**src/rtl/mem_port_arbiter.sv**
```systemverilog
// Round-robin arbiter sharing one synchronous single-port RAM between the CPU
// and an auxiliary requester; one access in flight, fully registered memory side.
module mem_port_arbiter #(
  parameter int ADDR_W   = 16,
  parameter int DATA_W   = 16,
  parameter int READ_LAT = 1
) (
  input  logic              Clock,
  input  logic              Reset,
  input  logic              CpuReq,
  input  logic              CpuWe,
  input  logic [ADDR_W-1:0] CpuAddr,
  input  logic [DATA_W-1:0] CpuWData,
  output logic              CpuGnt,
  output logic              CpuDone,
  output logic [DATA_W-1:0] CpuRData,
  input  logic              AuxReq,
  input  logic              AuxWe,
  input  logic [ADDR_W-1:0] AuxAddr,
  input  logic [DATA_W-1:0] AuxWData,
  output logic              AuxGnt,
  output logic              AuxDone,
  output logic [DATA_W-1:0] AuxRData,
  output logic              MemEn,
  output logic              MemWe,
  output logic [ADDR_W-1:0] MemAddr,
  output logic [DATA_W-1:0] MemWData,
  input  logic [DATA_W-1:0] MemRData
);

  typedef enum logic [1:0] {IDLE, ISSUE, WAIT, DONE} state_t;

  localparam logic [1:0] CNT_INIT = 2'(READ_LAT - 1);

  state_t     state;
  logic       last_aux;
  logic       own_aux;
  logic       we_q;
  logic [1:0] cnt;
  logic       pick_aux;

  // Aux wins only if it is the sole requester or the CPU was served last.
  assign pick_aux = AuxReq & (~CpuReq | ~last_aux);

  always_ff @(posedge Clock) begin
    if (Reset) begin
      state    <= IDLE;
      last_aux <= 1'b1;
      own_aux  <= 1'b0;
      we_q     <= 1'b0;
      cnt      <= 2'd0;
      CpuGnt   <= 1'b0;
      AuxGnt   <= 1'b0;
      CpuDone  <= 1'b0;
      AuxDone  <= 1'b0;
      MemEn    <= 1'b0;
      MemWe    <= 1'b0;
      MemAddr  <= '0;
      MemWData <= '0;
      CpuRData <= '0;
      AuxRData <= '0;
    end else begin
      case (state)
        IDLE: begin
          if (CpuReq | AuxReq) begin
            own_aux  <= pick_aux;
            last_aux <= pick_aux;
            we_q     <= pick_aux ? AuxWe : CpuWe;
            MemAddr  <= pick_aux ? AuxAddr : CpuAddr;
            MemWData <= pick_aux ? AuxWData : CpuWData;
            MemEn    <= 1'b1;
            MemWe    <= pick_aux ? AuxWe : CpuWe;
            CpuGnt   <= ~pick_aux;
            AuxGnt   <= pick_aux;
            state    <= ISSUE;
          end
        end
        ISSUE: begin
          MemEn <= 1'b0;
          MemWe <= 1'b0;
          if (we_q) begin
            CpuDone <= ~own_aux;
            AuxDone <= own_aux;
            state   <= DONE;
          end else begin
            cnt   <= CNT_INIT;
            state <= WAIT;
          end
        end
        WAIT: begin
          // Counter hitting zero marks the cycle MemRData is valid.
          if (cnt == 2'd0) begin
            if (own_aux) AuxRData <= MemRData;
            else         CpuRData <= MemRData;
            CpuDone <= ~own_aux;
            AuxDone <= own_aux;
            state   <= DONE;
          end else begin
            cnt <= cnt - 2'd1;
          end
        end
        default: begin
          CpuDone <= 1'b0;
          AuxDone <= 1'b0;
          CpuGnt  <= 1'b0;
          AuxGnt  <= 1'b0;
          state   <= IDLE;
        end
      endcase
    end
  end

endmodule

```
**config.mk**
```make
export PLATFORM = sky130hd
export DESIGN_NAME = mem_port_arbiter
export DESIGN_NICKNAME = d
export VERILOG_FILES = /design/src/rtl/mem_port_arbiter.sv
export SDC_FILE = /design/constraint.sdc
export NUM_CORES = 1
export LEC_CHECK = 0
export ABC_CLOCK_PERIOD_IN_PS = 4400
export CORE_AREA = 2 2 76 78
export CTS_CLUSTER_SIZE = 14
export DETAILED_ROUTE_END_ITERATION = 8
export DIE_AREA = 0 0 78 80
export DONT_BUFFER_PORTS = 1
export GPL_TIMING_DRIVEN = 0
export PLACE_DENSITY = 0.83
export SLEW_MARGIN = 20
export SYNTH_ARGS = -nofsm -noshare
export SYNTH_HDL_FRONTEND = slang
export SYNTH_SLANG_ARGS = --single-unit
```
**constraint.sdc**
```tcl
create_clock -name Clock -period 4.4 [get_ports Clock]
set_clock_uncertainty 0.05 [all_clocks]
set_input_delay 0.44 -clock Clock [delete_from_list [all_inputs] [get_ports Clock]]
set_output_delay 0.44 -clock Clock [all_outputs]
set_load 0.03 [all_outputs]
```
==> results.json <==
{
  "outcome": "completed",
  "final_cells": 488,
  "post-route-period-util_pct": 42.0,
  "cts_tree": "built",
  "yosys.cell_types.count": 32,
  "fin_crit_ps": 1850,
  "hold_depth": 2,
  "yosysMostFrequentCell": "a21oi_1",
  "netlist_instances": 401,
  "cts_root_buf": "clkbuf_8",
  "rsz0062_at_grt": "false",
  "yosys.area.top_type": "dfxtp_1",
  "path_depth": 6,
  "drv_cap": 0,
  "worstPathArrival_ps": 2070,
  "num_rows": 27,
  "initial_utilization_pct": 58.3,
  "post_cts_buffers": 0,
  "die_area_um2": 6240,
  "via_count": 2835,
  "drv_slew": 0,
  "pin_count": 156,
  "ant_nets": 0,
  "portBuffers": 0,
  "crit_family": "compound AO/OA/AOI/OAI gates",
  "area_delta_synth_final_pct": 8.89,
  "cts-htree-levels": 3,
  "firstDrtPassIters": 4,
  "fin_setup_tns_ps": 0,
  "setup_viol": 0,
  "cp_slowest_cell": "clkbuf_1",
  "coreArea_um2": 5410,
  "startpoint_type": "flip-flop",
  "grt_antenna_before_repair": 0,
  "drc": 0,
  "drive_above_1_share_pct": 6.25,
  "synth-main-ff-cell": "dfxtp_1",
  "end_kind": "flip-flop",
  "slew_headroom_pct": 63.3,
  "syn_area_per_cell_um2": 7.86,
  "crit_required_ps": 4620,
  "power.density_nw_per_um2": 713,
  "worst-path-buf-inv": 2,
  "setup.worst_path.class": "flip-flop to flip-flop",
  "fin_nets": 504,
  "place_inst": 473,
  "wl_per_cell_um": 16.0,
  "clock_latency_ps": 340,
  "numCtsBuffers": 9,
  "ir_worst_vdd_mv": 0.396,
  "ys_top_cells_by_area": "dfxtp_1 49%, a21oi_1 16%, nand2_1 12%, o21ai_0 6.2%, ha_1 2.4%",
  "clk_transition_reported_paths_ps": 80,
  "cts.repair.resized": 0,
  "grt_max_degree": 13,
  "cpPeakStageDelay_ps": 360,
  "synth_commonest_cells": "101 x a21oi_1, 99 x nand2_1, 77 x dfxtp_1, 39 x o21ai_0, 19 x clkbuf_1",
  "antenna_cells": 0,
  "final_area_um2": 3430,
  "p_leak_nw": 1.28,
  "cts_hold_buffers": 0,
  "die_w_um": 78,
  "grt_overflow": 0,
  "ys_seq_area_share_pct": 48.9,
  "place_area_um2": 3240,
  "dp_hpwl_um": 5700,
  "hold_viol": 0,
  "ys_ff_latch": 77,
  "drt_iter0_drc": 122,
  "grt_pass1_vias": 2805,
  "fmax_mhz": 542,
  "die_h_um": 80,
  "yosysWarningCount": 0,
  "gp_congestion": 0.770,
  "routed_wl_um": 7820,
  "cts_sinks": 77,
  "min_path_type": "primary input to flip-flop",
  "synth_fp_nets": 493,
  "cp_max_fo": 10,
  "grt_usage_pct": 25.2,
  "yosysTopAreaCellShare_pct": 48.9,
  "cts.path.max_buffers": 2,
  "critical_path.cell_chain": "inv_1 > ha_1 > o21a_1 > clkbuf_1 > o21ai_0 > a21oi_1",
  "grt_pass1_wl_um": 12600,
  "synth-edff-count": 0,
  "async_flop_share_pct": 0,
  "synth_area_um2": 3150,
  "tightest_slew_ps": 550,
  "via_per_inst": 5.81,
  "worstRegToRegCells": 6
}
-- power breakdown --
group          internal [mW]  leakage [nW]  total, mW  switching (mW)
logic                  0.205         0.546      0.565           0.360
registers              0.889         0.631       1.36           0.476
clock network          0.274        0.0992      0.520           0.246
-- layout by cell type (no fill, tap or decap), types with 2 or more instances in the layout --
master    count
buf_2         6
nand3_1       4
nand2_1      99
o21ai_0      39
nand3b_1      3
o32ai_1       2
o311ai_0      4
clkbuf_8     10
ha_1          6
inv_1         7
dfxtp_1      77
buf_4         3
clkbuf_1     20
nor2b_1       6
a21oi_1     101
o41ai_1       4
clkinv_2      2
nor2_1        3
and3_1        2
and2_1        2
-- flip-flops by register name (all words and copies together), names as in the netlist, 2 cells and up --
| signal | cells |
|---|---|
| CpuRData | 16 |
| MemAddr | 16 |
| MemWData | 16 |
| AuxRData | 16 |
| cnt | 2 |
| state | 2 |
-- cell type report --
cell class	count	area [µm²]
Clock inverter	4	48.8
Fill cell	493	1970
Tap cell	72	90.1
Clock buffer	11	141
Multi-Input combinational cell	288	1460
Buffer	29	129
Inverter	7	26.3
Sequential cell	77	1540
-- through the flow --
step | hold slack [ps] | power, mW | setup WS [ps] | utilization (%)
after floorplan | 417 | 1.78 | 2790 | -
after global placement | 432 | 1.91 | 2670 | 60.0
after detailed placement | 445 | 1.94 | 2610 | 60.0
after CTS | 162 | 2.46 | 2570 | 63.5
after global routing | 160 | 2.60 | 2320 | 63.5
final | 171 | 2.45 | 2550 | 63.5
-- worst paths after layout --
kind	start	to	slack [ps]
worst max-delay path	state[0]$_SDFFE_PP0P_	MemAddr[13]$_SDFFE_PP0P_	2550
worst min-delay path	CpuAddr[3]	MemAddr[3]$_SDFFE_PP0P_	170
worst max register to register	state[0]$_SDFFE_PP0P_	MemAddr[13]$_SDFFE_PP0P_	2550
worst min register to register	cnt[0]$_SDFFE_PP0P_	cnt[0]$_SDFFE_PP0P_	460
-- logic make-up (layout without fill, tap and decap cells) --
family	Yosys count	count (layout)	share of synthesized area [%]
buffers and inverters	36	51	4.92
flip-flops	77	77	48.9
adder cells (fa/ha/maj)	6	6	2.38
AND/OR/NAND/NOR	124	124	16.7
AO/OA/AOI/OAI	158	158	27.1
-- worst reg2reg max path, delay by kind of cell, from the launching register on --
kind,cells,cell delay [ps]
AOI/OAI and AO/OA,3,600
adders and majority gates,1,300
buffers and inverters,2,480
DFF,1,350
-- metal layers --
metal	global-route usage (%)	routed length, µm	part of all wire, %	up-vias
met4	12.1	139	1.8	0
met2	41.7	3650	47	130
met3	9.28	841	11	14
met1	29.0	3190	41	1289
met5	0	0	0	-
li1	-	-	-	1402
(Power assumes the default switching activity.)
